===== src/rtl/mult_secuencial.sv =====
// Sequential signed fixed-point multiplier (shift-add, one partial product per clock).
// Operands are Q(ent).(frac) two's complement. The full double-width product is
// Q(2*ent).(2*frac), with no rounding or saturation.
module mult_secuencial #(
  parameter int unsigned cant_bits = 16,
  parameter int unsigned ent       = 9,
  parameter int unsigned frac      = 7
) (
  input  logic                       clk,
  input  logic                       rst_n,
  input  logic                       start,
  input  logic [cant_bits-1:0]       a,
  input  logic [cant_bits-1:0]       b,
  output logic                       busy,
  output logic                       done,
  output logic [2*cant_bits-1:0]     producto
);

  localparam int unsigned W2 = 2 * cant_bits;
  localparam int unsigned CW = (cant_bits > 1) ? $clog2(cant_bits) : 1;

  typedef enum logic [1:0] {
    IDLE = 2'd0,
    CALC = 2'd1,
    FIX  = 2'd2
  } state_t;

  state_t               state, state_nxt;
  logic [cant_bits-1:0] mcand, mcand_nxt;
  logic [cant_bits-1:0] mplier, mplier_nxt;
  logic [W2-1:0]        acc, acc_nxt;
  logic [CW-1:0]        cnt, cnt_nxt;
  logic                 sig, sig_nxt;
  logic                 busy_nxt, done_nxt;
  logic [W2-1:0]        producto_nxt;
  logic [cant_bits:0]   sum;

  // Upper accumulator half plus multiplicand; the extra bit holds the carry.
  always_comb begin
    sum = {1'b0, acc[W2-1:cant_bits]} + {1'b0, mcand};
  end

  // Next-state and next-register logic.
  always_comb begin
    state_nxt    = state;
    mcand_nxt    = mcand;
    mplier_nxt   = mplier;
    acc_nxt      = acc;
    cnt_nxt      = cnt;
    sig_nxt      = sig;
    busy_nxt     = busy;
    done_nxt     = 1'b0;
    producto_nxt = producto;

    unique case (state)
      IDLE: begin
        if (start) begin
          // Magnitudes are unsigned, so |-2^(cant_bits-1)| is exact.
          mcand_nxt  = a[cant_bits-1] ? -a : a;
          mplier_nxt = b[cant_bits-1] ? -b : b;
          sig_nxt    = a[cant_bits-1] ^ b[cant_bits-1];
          acc_nxt    = '0;
          cnt_nxt    = '0;
          busy_nxt   = 1'b1;
          state_nxt  = CALC;
        end
      end
      CALC: begin
        if (mplier[0]) begin
          acc_nxt = {sum, acc[cant_bits-1:1]};
        end else begin
          acc_nxt = {1'b0, acc[W2-1:1]};
        end
        mplier_nxt = mplier >> 1;
        cnt_nxt    = cnt + CW'(1);
        // ent + frac equals cant_bits: one CALC edge per operand bit.
        if (cnt == CW'(ent + frac - 1)) begin
          state_nxt = FIX;
        end
      end
      FIX: begin
        producto_nxt = sig ? -acc : acc;
        done_nxt     = 1'b1;
        busy_nxt     = 1'b0;
        state_nxt    = IDLE;
      end
      default: begin
        state_nxt = IDLE;
        busy_nxt  = 1'b0;
      end
    endcase
  end

  // State and datapath registers; reset aborts any multiply in flight.
  always_ff @(posedge clk or negedge rst_n) begin
    if (!rst_n) begin
      state    <= IDLE;
      mcand    <= '0;
      mplier   <= '0;
      acc      <= '0;
      cnt      <= '0;
      sig      <= 1'b0;
      busy     <= 1'b0;
      done     <= 1'b0;
      producto <= '0;
    end else begin
      state    <= state_nxt;
      mcand    <= mcand_nxt;
      mplier   <= mplier_nxt;
      acc      <= acc_nxt;
      cnt      <= cnt_nxt;
      sig      <= sig_nxt;
      busy     <= busy_nxt;
      done     <= done_nxt;
      producto <= producto_nxt;
    end
  end

endmodule


===== config.mk =====
export PLATFORM = sky130hd
export DESIGN_NAME = mult_secuencial
export DESIGN_NICKNAME = d
export VERILOG_FILES = /design/src/rtl/mult_secuencial.sv
export SDC_FILE = /design/constraint.sdc
export NUM_CORES = 1
export LEC_CHECK = 0
export BUFFER_PORTS_ARGS = -buffer_cell sky130_fd_sc_hd__buf_4
export CORE_UTILIZATION = 33
export DETAILED_ROUTE_END_ITERATION = 6
export GPL_TIMING_DRIVEN = 0
export HOLD_SLACK_MARGIN = 0.08
export PLACE_DENSITY = 0.48
export SLEW_MARGIN = 20
export SYNTH_ARGS = -nofsm -noshare
export SYNTH_HDL_FRONTEND = slang
export SYNTH_SLANG_ARGS = --single-unit

===== constraint.sdc =====
create_clock -name clk -period 5.5 [get_ports clk]
set_input_delay 1.375 -clock clk [delete_from_list [all_inputs] [get_ports clk]]
set_output_delay 1.375 -clock clk [all_outputs]
set_load 0.02 [all_outputs]

# After elaboration in Yosys (flattened, before gate mapping)
# Index checks and enable logic that the tools add are counted.
dict set report totals {
  ff_bits 105
  latchBits 0
  mem_bits_rw 0
  romBits 0
  out_inout_bits 34
  word_cells 43
  mem_count 0
}
dict set report classes {
  add_sub_neg 5
  n_mul 0
  div_mod_pow 0
  magnitude_cmp 0
  eq_ne 5
  n_shift 0
  muxes 16
  bitwise 2
  reduce_logical 6
}
# cell n
set op_table {}
lappend op_table {{two-way mux 32 bit} 3}
lappend op_table {{case mux 32 bit (2 select lines)} 1}
lappend op_table {{two-way mux 16 bit} 3}
lappend op_table {{negation 16 bit} 2}
lappend op_table {{negation 32 bit} 1}
lappend op_table {{case mux 16 bit (2 select lines)} 1}
lappend op_table {{adder 16 x 16 -> 17 bit} 1}
lappend op_table {{case mux 4 bit (2 select lines)} 1}
lappend op_table {{AND reduction 2 bit} 4}
lappend op_table {{adder 4 x 1 -> 4 bit (second input constant)} 1}
lappend op_table {{== test 4 bit (second input constant)} 1}
lappend op_table {{two-way mux 2 bit} 2}
lappend op_table {{two-way mux 4 bit} 1}
lappend op_table {{inequality test 2 bit (second input constant)} 2}
lappend op_table {{case mux 2 bit (2 select lines)} 1}
lappend op_table {{== test 2 x 1 -> 1 bit (second input constant)} 1}
lappend op_table {{== test 2 bit (second input constant)} 1}
lappend op_table {{zero test 2 bit} 1}
lappend op_table {{two-way mux 1 bit} 2}
lappend op_table {{case mux 1 bit (2 select lines)} 1}
lappend op_table {{nonzero test 2 bit} 1}
lappend op_table {{NOT 1 bit} 1}
lappend op_table {{bitwise XOR 1 bit} 1}

# Depth between registers and ports, before layout
# Gate-level depths: netlist of run 1.
dict set report depth {
  depth_word 4
  ltp_mapped 9
  depth_no_buf 9
}

# Least setup slack after synthesis of run 1
# OpenSTA, ideal clock, no wires.
dict set report synth_path {
  kind {input to register}
  startpoint {input a[4]}
  endpoint {register mcand[13]}
  arrival_ns 2.848
  required_time_ns 5.367
  setup_slack_ns 2.519
  stages 6
  path_buffers 0
  path_cell_list {nor4_1 > nand2_1 > or4_1 > o41ai_1 > xor2_1 > o21ai_0}
}
dict set report synth_via {
  elab_chain_cells 2
}
# item line_no
set synth_lines {}
lappend synth_lines {{start, declared} 12} ;# input logic [cant_bits-1:0] a,
lappend synth_lines {{negation 16 bit} 59} ;# mcand_nxt = a[cant_bits-1] ? -a : a;
lappend synth_lines {{two-way mux 16 bit} 59}
lappend synth_lines {{end signal, assigned} 108} ;# mcand <= mcand_nxt;
lappend synth_lines {{end, declared} 29} ;# logic [cant_bits-1:0] mcand, mcand_nxt;
# No other way between the ends.
# A chain may end at the register's enable or synchronous reset.

# Worst setup path after layout of run 1
# Ends and elaborated chain as after synthesis.

==> metrics.log, run 1 <==
[metrics] result of the run: finished, final reports clean
[metrics] routed length on met2: 7030 um
[metrics] CTS Buf Count: 9
[metrics] gr usage total: 17.6%
[metrics] starting density of the core: 34.3%
[metrics] DPL Wire Length: 12000 um
[metrics] number of design-rule violations left by the first detailed-router iteration: 229
[metrics] hold crit path type: flop to flop
[metrics] global-route wire length before repair: 25600 um
[metrics] critical path arrival: 3.20 ns
[metrics] detailed-route vias per instance: 5.20
[metrics] Clock Sinks: 105
[metrics] post-synthesis cell count: 673
[metrics] global route overflow: 0
[metrics] maximum buffer depth of the clock tree: 2
[metrics] core footprint: 0.0175 mm2
[metrics] Cell Area, Placed: 0.00681 mm2
[metrics] number of top-level design ports: 69
[metrics] type of element capturing the critical path: flop
[metrics] antenna violations before repair: 0
[metrics] number of slew-limit violations in the final report: 0
[metrics] average instance area after synthesis: 8.93 um2
[metrics] horizontal die dimension: 137 um
[metrics] number of design rule violations left after detail routing: 0
[metrics] Layout Cells excl Fill: 982
[metrics] DRT met1 WL: 7820 um
[metrics] largest fanout on the critical path: 3
[metrics] final setup slack of the worst path: 2.52 ns
[metrics] count of nets after finishing: 808
[metrics] setup repair after global routing missed its margin: no
[metrics] worst slack at placement: 2.15 ns
[metrics] Worst setup SP type: primary input
[metrics] number of distinct standard cells referenced by the synthesized netlist: 46
[metrics] max_cap viols: 0
[metrics] Chip Height: 137 um
[metrics] highest metal used: met4
[metrics] Buffers on Ports: 68
[metrics] Cells after DPL: 966
[metrics] number of standard-cell rows in the floorplan: 48
[metrics] required arrival time at the worst endpoint: 5.72 ns
[metrics] Async SR Flop Fraction: 100%
[metrics] number of hold buffers added after CTS: 0
[metrics] number of endpoints with negative hold slack in the final report: 0
[metrics] clock-pin slew on the worst setup and hold paths: 0.07 ns
[metrics] routed wl met3: 641 um
[metrics] number of warnings reported in the yosys synthesis log: 0
[metrics] Worst Max-Slew Pin Slew: 0.974 ns
[metrics] average wire per standard cell: 16.0 um
[metrics] Final Critical Period: 2.98 ns
[metrics] Highest Clock Rate: 0.336 GHz
[metrics] power density over the cells: 582 mW/mm2
[metrics] root buffer cell: clkbuf_16
[metrics] critical path class: primary input to flop
[metrics] final total negative setup slack: 0 ns
[metrics] source-to-sink clock delay at the later pin of the worst-skew pair: 0.36 ns
[metrics] number of global-route vias before repair: 5029
[metrics] number of levels the H-tree was split into: 3
[metrics] count of fill cells added during filler insertion: 1801
[metrics] highest-count cells in the layout ignoring fill and taps: nand2_1 (105), dfrtp_1 (105), o21ai_0 (95), buf_4 (67), xor2_1 (54)
[metrics] DIE AREA: 0.0188 mm2
[metrics] post-synthesis to final-layout area growth: 18.0%
[metrics] ANT cells: 0
[metrics] post-CTS repair timing setup buffer count: 0
[metrics] final std cell area, no fill: 0.00709 mm2
[metrics] number of gates resized after cts: 0
[metrics] Initial DRT Pass Iterations: 4
[metrics] post-route clock skew: 0.00660 ns
[metrics] number of flip-flops and latches in the synthesized netlist: 105
[metrics] number of synthesized flops with an enable pin: 0
[metrics] remaining antenna violation count: 0
[metrics] relative max-transition margin: 35.1%
[metrics] leading register cell type out of synthesis: dfrtp_1
[metrics] total wirelength of the detailed-routed design: 15700 um
[metrics] cell area after synthesis: 0.00601 mm2
[metrics] clock tree from TritonCTS: done
[metrics] share of the clock period used by the worst path: 54.1%
[metrics] via count of the routed design: 5103
[metrics] weighted congestion reported at the end of routability-driven placement: 0.898
[metrics] maximum number of pins on one net before global-route repair: 106
[metrics] number of nets in the synthesized netlist: 729
[metrics] worst vdd rail ir drop: 0.238 mV
[metrics] share of final-layout standard cells stronger than drive strength 1: 12.0%
[metrics] share of the yosys chip area belonging to registers: 43.7%
[metrics] standby leakage power: 0.00326 uW
[metrics] hold slack final: 0.481 ns
[metrics] final number of setup-violating endpoints: 0
cell type report:
class | count | area, um2 | share of cell area [%]
Multi-Input combinational cell | 514 | 3180 | 44.8
Sequential cell | 105 | 2630 | 37.1
Timing Repair Buffer | 68 | 514 | 7.25
Tap cell | 225 | 282 | 3.97
Clock buffer | 12 | 256 | 3.62
Buffer | 37 | 139 | 1.96
Inverter | 17 | 63.8 | 0.900
Clock inverter | 4 | 27.5 | 0.388
metal layers:
metal	vias up	GRT usage, %
met5	-	0
met4	0	6.53
met3	15	2.56
met2	112	28.2
met1	2420	23.9
li1	2556	-
flip-flops by register name, indices dropped and copies added (netlist names):
name,flops
acc,32
cnt,4
producto,32
sig,1
state,2
mplier,16
busy,1
done,1
mcand,16
path summary, 6_finish.rpt:
kind | endpoint | slack, ns | start | cells past startpoint
worst max-delay path | mcand[13]$_DFFE_PN0P_ | 2.52 | a[4] | 7
worst min-delay path | producto[27]$_DFFE_PN0P_ | 0.48 | producto[27]$_DFFE_PN0P_ | 2
worst max register to register | producto[31]$_DFFE_PN0P_ | 2.84 | acc[17]$_DFFE_PN0P_ | 6
worst min register to register | producto[27]$_DFFE_PN0P_ | 0.48 | producto[27]$_DFFE_PN0P_ | 2
max in group asynchronous | mcand[3]$_DFFE_PN0P_ | 3.69 | rst_n | 1
min in group asynchronous | done$_DFF_PN0_ | 1.13 | rst_n | 1
per-stage QoR:
stage,total power [uW],utilization [%]
5_1_grt,4490,40.4
6_report,4130,40.4
3_5_place_dp,3530,38.8
2_1_floorplan,2820,-
3_3_place_gp,3490,38.8
4_1_cts,4160,40.4
critical path, stage by stage:
cell,delay [ns]
buf_4,0.12
nor4_1,0.45
nand2_1,0.16
or4_1,0.49
o41ai_1,0.33
xor2_1,0.18
o21ai_0,0.09
report_power, final:
part	internal (uW)	switching, uW
sequential	1110	326
combinational	843	1220
clock	332	293
kinds of logic (layout without fill, tap and decap cells):
group           Yosys count  count (layout)  share of synthesized area (%)
simple gates            228             228                           17.9
compound gates          187             187                           18.9
mux                      13              13                           2.19
flops                   105             105                           43.7
fa+ha+maj                21              21                           4.50
xor+xnor                 65              65                           9.47
buf+inv                  54             138                           3.37
Yosys cell counts, types with 3 or more instances:
library cell,count,area [um2]
dfrtp_1,105,2630
nand2_1,105,394
o21ai_0,95,475
xor2_1,54,473
nand3_1,39,195
nor2_1,30,113
clkbuf_1,28,105
a21oi_1,22,110
ha_1,20,250
o31ai_1,20,150
inv_1,17,63.8
a22oi_1,16,120
mux2i_1,12,120
xnor2_1,11,96.3
buf_1,9,33.8
a31oi_1,8,50.1
or3_1,8,50.1
nor2b_1,7,43.8
or4_1,7,52.6
o41ai_1,6,52.6
nand3b_1,5,37.5
nor3_1,5,25.0
nor3b_1,5,37.5
nand4_1,4,25.0
a21o_1,3,22.5
and3_1,3,18.8
nand2b_1,3,18.8
or4_4,3,33.8
No activity file was read; power rests on OpenSTA's default activity.
==> run 2: changes to the inputs <==
--- a/config.mk
+++ b/config.mk
@@ -10,7 +10,7 @@
 export DETAILED_ROUTE_END_ITERATION = 6
 export GPL_TIMING_DRIVEN = 0
 export HOLD_SLACK_MARGIN = 0.08
-export PLACE_DENSITY = 0.48
+export PLACE_DENSITY = 0.5
 export SLEW_MARGIN = 20
 export SYNTH_ARGS = -nofsm -noshare
 export SYNTH_HDL_FRONTEND = slang
==> constraint.sdc (replaced) <==
create_clock -name clk -period 2.63 [get_ports clk]
set_input_delay 0.6575 -clock clk [delete_from_list [all_inputs] [get_ports clk]]
set_output_delay 0.6575 -clock clk [all_outputs]
set_load 0.02 [all_outputs]
==> metrics.log, run 2 (synthesis gave the netlist of run 1 again) <==
[metrics] Initial DRT Pass Iterations: 4 (unchanged)
[metrics] most common library cell in the layout ignoring fill and taps: nand2_1
[metrics] number of standard-cell rows in the floorplan: 48 (unchanged)
[metrics] maximum buffer depth of the clock tree: 2 (unchanged)
[metrics] setup repair after global routing missed its margin: yes
[metrics] terminus of the critical flop-to-flop path: producto[29]$_DFFE_PN0P_
[metrics] Buffers on Ports: 68 (unchanged)
[metrics] number of global-route vias before repair: 5087 (+1.2%)
[metrics] count of nets after finishing: 812 (+0.50%)
[metrics] power density over the cells: 1220 mW/mm2 (+110%)
[metrics] Clock Sinks: 105 (unchanged)
[metrics] total wirelength of the detailed-routed design: 15500 um (-1.4%)
[metrics] logic depth of the worst register-to-register path: 6 (unchanged)
[metrics] number of top-level design ports: 69 (unchanged)
[metrics] critical path arrival: 2.84 ns (-0.36 ns)
[metrics] via count of the routed design: 5062 (-0.80%)
[metrics] post-synthesis to final-layout area growth: 19.2%
[metrics] horizontal die dimension: 137 um (unchanged)
[metrics] root buffer cell: clkbuf_16
[metrics] gr usage total: 17.9% (+0.28 points)
[metrics] Regs by FF count: acc x32, producto x32
[metrics] number of slew-limit violations in the final report: 0 (unchanged)
[metrics] maximum number of pins on one net before global-route repair: 106 (unchanged)
[metrics] clock tree from TritonCTS: done
[metrics] Layout Cells excl Fill: 986 (+0.41%)
[metrics] Highest Clock Rate: 0.383 GHz
[metrics] DPL Wire Length: 11800 um (-1.4%)
[metrics] Final Critical Period: 2.61 ns
[metrics] DIE AREA: 0.0188 mm2 (unchanged)
[metrics] final number of setup-violating endpoints: 0 (unchanged)
[metrics] critical path class: flop to flop
[metrics] starting density of the core: 34.3% (unchanged)
[metrics] ANT cells: 0 (unchanged)
[metrics] post-route clock skew: 0.00839 ns (+0.00178 ns)
[metrics] delay of the slowest critical-path stage: 0.55 ns (+0.06 ns)
[metrics] Cells after DPL: 966 (unchanged)
[metrics] detailed-route vias per instance: 5.13 (-1.2%)
[metrics] max_cap viols: 0 (unchanged)
[metrics] Slowest cell on crit path: or4_4
[metrics] cell family contributing the most delay on the critical path: simple AND/OR/NAND/NOR gates
[metrics] number of design-rule violations left by the first detailed-router iteration: 352 (+54%)
[metrics] beginning of the worst register-to-register path: acc[20]$_DFFE_PN0P_
[metrics] Worst Max-Slew Pin Slew: 1.02 ns (+0.0503 ns)
[metrics] Chip Height: 137 um (unchanged)
[metrics] critical path, cell by cell: or4_4 > or4_4 > or3_4 > o31ai_2 > xor2_1 > o21ai_0
[metrics] core footprint: 0.0175 mm2 (unchanged)
[metrics] result of the run: finished, final reports clean
[metrics] share of final-layout standard cells stronger than drive strength 1: 13.5% (+1.5 points)
[metrics] Worst setup SP type: flop
[metrics] source-to-sink clock delay at the later pin of the worst-skew pair: 0.36 ns (about the same)
[metrics] worst vdd rail ir drop: 0.441 mV (+85%)
[metrics] number of endpoints with negative hold slack in the final report: 0 (unchanged)
[metrics] share of the clock period used by the worst path: 99.2%
[metrics] highest-count cells in the layout ignoring fill and taps: nand2_1 (105), dfrtp_1 (102), o21ai_0 (93), buf_4 (71), xor2_1 (54)
[metrics] clock-pin slew on the worst setup and hold paths: 0.07 ns (about the same)
[metrics] remaining antenna violation count: 0 (unchanged)
[metrics] Cell Area, Placed: 0.00681 mm2 (unchanged)
[metrics] average wire per standard cell: 15.7 um (-1.8%)
[metrics] number of design rule violations left after detail routing: 0 (unchanged)
[metrics] standby leakage power: 0.00328 uW (+0.59%)
[metrics] global route overflow: 0 (unchanged)
[metrics] Crit path top cell by count: or4_4
[metrics] CTS Buf Count: 9 (unchanged)
[metrics] hold slack final: 0.369 ns (-0.112 ns)
[metrics] antenna violations before repair: 0 (unchanged)
[metrics] weighted congestion reported at the end of routability-driven placement: 0.872 (-2.9%)
[metrics] global-route wire length before repair: 26000 um (+1.7%)
[metrics] required arrival time at the worst endpoint: 2.86 ns (-2.86 ns)
[metrics] hold crit path type: primary input to asynchronous set/reset pin
[metrics] type of element capturing the critical path: flop
[metrics] number of levels the H-tree was split into: 3 (unchanged)
[metrics] relative max-transition margin: 31.7% (-3.4 points)
[metrics] largest fanout on the critical path: 5 (+2)
[metrics] final std cell area, no fill: 0.00716 mm2 (+1.0%)
[metrics] number of hold buffers added after CTS: 0 (unchanged)
[metrics] worst reg2reg setup slack: 0.02 ns (-2.82 ns)
[metrics] CP Buf/Inv Count: 0 (-1)
[metrics] count of fill cells added during filler insertion: 1769 (-1.8%)
==> run 2: cell types whose count changed in the layout (fill, tap and decap cells not counted), sizes merged <==
| cell | previous run | this run |
|---|---|---|
| inv | 17 | 18 |
| buf | 77 | 81 |
| clkinvlp | 0 | 2 |
| clkinv | 4 | 2 |
| clkbuf | 40 | 39 |
==> run 2: what timing repair did <==
item,4_1_cts,5_1_grt
resized for setup,1,9
endpoints found under the setup margin,1,11
setup buffers,0,4
pin swaps,0,2
==> run 2: layer usage <==
| metal | GRT usage (%) | up-vias | wire (um) |
|---|---|---|---|
| met2 | 28.1 | 109 | 6980 |
| met4 | 6.11 | 0 | 194 |
| met5 | 0 | - | 0 |
| met1 | 25.1 | 2389 | 7770 |
| met3 | 2.33 | 11 | 574 |
| li1 | - | 2553 | - |
==> run 2: per-stage QoR <==
step | worst slack (ns) | total power, uW | utilization [%] | TNS, ns
detailed placement | -0.0660 | 7360 | 38.8 | -0.0812
floorplan | 0.181 | 5910 | - | 0
finish | 0.0198 | 8700 | 40.8 | 0
CTS | 0.00979 | 8710 | 40.5 | 0
global placement | -0.00810 | 7260 | 38.8 | -0.00810
global route | -0.0195 | 9510 | 40.8 | -0.0523
==> run 2: worst max path at each step <==
stage | cells after the start | slack, ns | startpoint | to
detailed placement | 7 | -0.07 | a[4] | mcand[13]$_DFFE_PN0P_
finish | 6 | 0.02 | acc[20]$_DFFE_PN0P_ | producto[29]$_DFFE_PN0P_
global placement | 7 | -0.008 | a[4] | mcand[13]$_DFFE_PN0P_
global route | 6 | -0.02 | acc[20]$_DFFE_PN0P_ | producto[29]$_DFFE_PN0P_
floorplan | 6 | 0.18 | acc[17]$_DFFE_PN0P_ | producto[31]$_DFFE_PN0P_
CTS | 6 | 0.01 | acc[17]$_DFFE_PN0P_ | producto[31]$_DFFE_PN0P_
==> run 2: area by class of cell <==
cell class / instances / area [um2] / share of cell area [%]
Sequential cell: 105 / 2630 / 36.7
Tap cell: 225 / 282 / 3.93
Clock buffer: 11 / 253 / 3.53
Multi-Input combinational cell: 514 / 3210 / 44.8
Timing Repair Buffer: 72 / 544 / 7.60
Inverter: 17 / 63.8 / 0.891
Clock inverter: 5 / 37.5 / 0.524
Buffer: 37 / 139 / 1.94
==> run 2: power breakdown <==
group / switching, uW / internal [uW]
sequential: 673 / 2330
clock: 630 / 698
combinational: 2560 / 1810
total: 3860 / 4840
==> run 3: changes to the inputs <==
--- a/config.mk
+++ b/config.mk
@@ -10,6 +10,7 @@
 export DETAILED_ROUTE_END_ITERATION = 6
 export GPL_TIMING_DRIVEN = 0
 export HOLD_SLACK_MARGIN = 0.08
+export MAX_ROUTING_LAYER = met4
 export PLACE_DENSITY = 0.5
 export SLEW_MARGIN = 20
 export SYNTH_ARGS = -nofsm -noshare
==> metrics.log, run 3 (synthesis gave the netlist of run 1 again) <==
[metrics] cell family contributing the most delay on the critical path: simple AND/OR/NAND/NOR gates
[metrics] DIE AREA: 0.0188 mm2 (unchanged)
[metrics] antenna violations before repair: 0 (unchanged)
[metrics] starting density of the core: 34.3% (unchanged)
[metrics] standby leakage power: 0.00331 uW (+0.92%)
[metrics] share of the clock period used by the worst path: 97.3% (-1.9 points)
[metrics] routed wl met3: 567 um (-1.2%)
[metrics] remaining antenna violation count: 0 (unchanged)
[metrics] source-to-sink clock delay at the later pin of the worst-skew pair: 0.36 ns (about the same)
[metrics] count of nets after finishing: 812 (unchanged)
[metrics] DRT met1 WL: 7770 um (about the same)
[metrics] number of slew-limit violations in the final report: 0 (unchanged)
[metrics] final total negative setup slack: 0 ns (unchanged)
[metrics] type of element capturing the critical path: flop
[metrics] number of design rule violations left after detail routing: 0 (unchanged)
[metrics] relative max-transition margin: 35.1% (+3.4 points)
[metrics] max_cap viols: 0 (unchanged)
[metrics] required arrival time at the worst endpoint: 2.86 ns (about the same)
[metrics] root buffer cell: clkbuf_16
[metrics] CTS Buf Count: 9 (unchanged)
[metrics] number of design-rule violations left by the first detailed-router iteration: 302 (-14%)
[metrics] weighted congestion reported at the end of routability-driven placement: 0.883 (+1.3%)
[metrics] highest-count cells in the layout ignoring fill and taps: nand2_1 (105), dfrtp_1 (102), o21ai_0 (93), buf_4 (70), xor2_1 (54)
[metrics] footprint of the multi-input gates: 0.00321 mm2 (unchanged)
[metrics] number of hold buffers added after CTS: 0 (unchanged)
[metrics] critical path arrival: 2.79 ns (-0.05 ns)
[metrics] Worst Max-Slew Pin Slew: 0.973 ns (-0.0511 ns)
[metrics] number of endpoints with negative hold slack in the final report: 0 (unchanged)
[metrics] number of standard-cell rows in the floorplan: 48 (unchanged)
[metrics] most common library cell in the layout ignoring fill and taps: nand2_1
[metrics] count of fill cells added during filler insertion: 1808 (+2.2%)
[metrics] DPL Wire Length: 11800 um (about the same)
[metrics] Final Critical Period: 2.56 ns (-0.0504 ns)
[metrics] share of the core filled with cells in the final layout: 41.2% (+0.34 points)
[metrics] post-route clock skew: 0.00630 ns (-0.00209 ns)
[metrics] final number of setup-violating endpoints: 0 (unchanged)
[metrics] horizontal die dimension: 137 um (unchanged)
[metrics] setup repair after global routing missed its margin: yes
[metrics] post-synthesis to final-layout area growth: 20.2%
[metrics] Highest Clock Rate: 0.391 GHz (+2.0%)
[metrics] detailed-route vias per instance: 5.20 (+1.4%)
[metrics] critical path class: flop to flop
[metrics] clock-pin slew on the worst setup and hold paths: 0.07 ns (about the same)
[metrics] hold slack final: 0.389 ns (+0.0197 ns)
[metrics] average wire per standard cell: 15.8 um (+0.28%)
[metrics] number of global-route vias before repair: 4956 (-2.6%)
[metrics] maximum number of pins on one net before global-route repair: 106 (unchanged)
[metrics] Initial DRT Pass Iterations: 5 (+1)
[metrics] number of levels the H-tree was split into: 3 (unchanged)
[metrics] share of final-layout standard cells stronger than drive strength 1: 13.5% (unchanged)
[metrics] worst vdd rail ir drop: 0.537 mV (+22%)
[metrics] maximum buffer depth of the clock tree: 2 (unchanged)
[metrics] global route overflow: 0 (unchanged)
[metrics] result of the run: finished, final reports clean
[metrics] delay of the slowest critical-path stage: 0.56 ns (about the same)
[metrics] power density over the cells: 1240 mW/mm2 (+2.2%)
[metrics] Clock Sinks: 105 (unchanged)
[metrics] Worst setup SP type: flop
[metrics] final setup slack of the worst path: 0.0701 ns (+0.0504 ns)
[metrics] routed length on met2: 7020 um (+0.66%)
[metrics] Cells after DPL: 966 (unchanged)
[metrics] via count of the routed design: 5131 (+1.4%)
[metrics] Buffers on Ports: 68 (unchanged)
[metrics] Chip Height: 137 um (unchanged)
[metrics] clock tree from TritonCTS: done
[metrics] CP Buf/Inv Count: 0 (unchanged)
[metrics] core footprint: 0.0175 mm2 (unchanged)
[metrics] ANT cells: 0 (unchanged)
[metrics] highest metal used: met4
[metrics] Regs by FF count: acc x32, producto x32
[metrics] number of top-level design ports: 69 (unchanged)
[metrics] total wirelength of the detailed-routed design: 15600 um (+0.28%)
[metrics] largest fanout on the critical path: 5 (unchanged)
[metrics] hold crit path type: primary input to asynchronous set/reset pin
[metrics] Slowest cell on crit path: or4_4
[metrics] Layout Cells excl Fill: 986 (unchanged)
[metrics] Crit path top cell by count: or4_4
[metrics] critical path, cell by cell: or4_4 > or4_4 > or3_4 > o41ai_4 > xor2_1 > o21ai_1
[metrics] worst slack at placement: -0.0446 ns (+0.0213 ns)
[metrics] gr usage total: 18.2% (+0.33 points)
[metrics] FF+latch area: 0.00263 mm2 (unchanged)
[metrics] global-route wire length before repair: 25700 um (-1.2%)
==> run 3: changes by cell type in the layout (fill, tap and decap cells not counted), sizes merged <==
cell	change
bufinv	+2
inv	+1
clkinv	-2
clkinvlp	-1
==> run 3: per-layer routing <==
layer,track usage (%),up-vias
met4,6.11,0
met5,-,-
li1,-,2562
met2,28.3,112
met3,2.33,11
met1,24.4,2446
==> run 3: per-stage QoR <==
stage | total power [uW] | cell area (um2)
floorplan | 5910 | 6010
global placement | 7260 | 6800
detailed placement | 7360 | 6810
CTS | 8910 | 7140
global route | 9710 | 7220
finish | 8970 | 7220
==> run 3: area by class of cell <==
type / count / share of cell area, %
flip-flops and latches: 105 / 36.4
clock buffers: 11 / 3.50
well taps: 225 / 3.90
multi-input cells: 514 / 44.5
clock inverters: 5 / 1.18
inverters: 17 / 0.884
plain buffers: 37 / 1.92
repair buffers: 72 / 7.71
==> run 3: where the power goes <==
group,internal (uW),switching (uW)
sequential,2330,674
combinational,1830,2590
clock,894,641
total,5060,3910
==> run 3: final timing paths <==
check / cells after the start / endpoint / slack (ns) / startpoint
min in group clk: 2 / producto[8]$_DFFE_PN0P_ / 0.48 / producto[8]$_DFFE_PN0P_
hold / removal: 1 / done$_DFF_PN0_ / 0.39 / rst_n
hold reg to reg: 2 / producto[8]$_DFFE_PN0P_ / 0.48 / producto[8]$_DFFE_PN0P_
max in group asynchronous: 1 / acc[20]$_DFFE_PN0P_ / 1.49 / rst_n
setup / recovery: 6 / producto[28]$_DFFE_PN0P_ / 0.07 / acc[17]$_DFFE_PN0P_
setup reg to reg: 6 / producto[28]$_DFFE_PN0P_ / 0.07 / acc[17]$_DFFE_PN0P_
==> run 3: what timing repair did <==
action | 4_1_cts | 5_1_grt
gates resized for setup | 1 | 9
buffers inserted | 0 | 4
setup endpoints to repair | 1 | 9
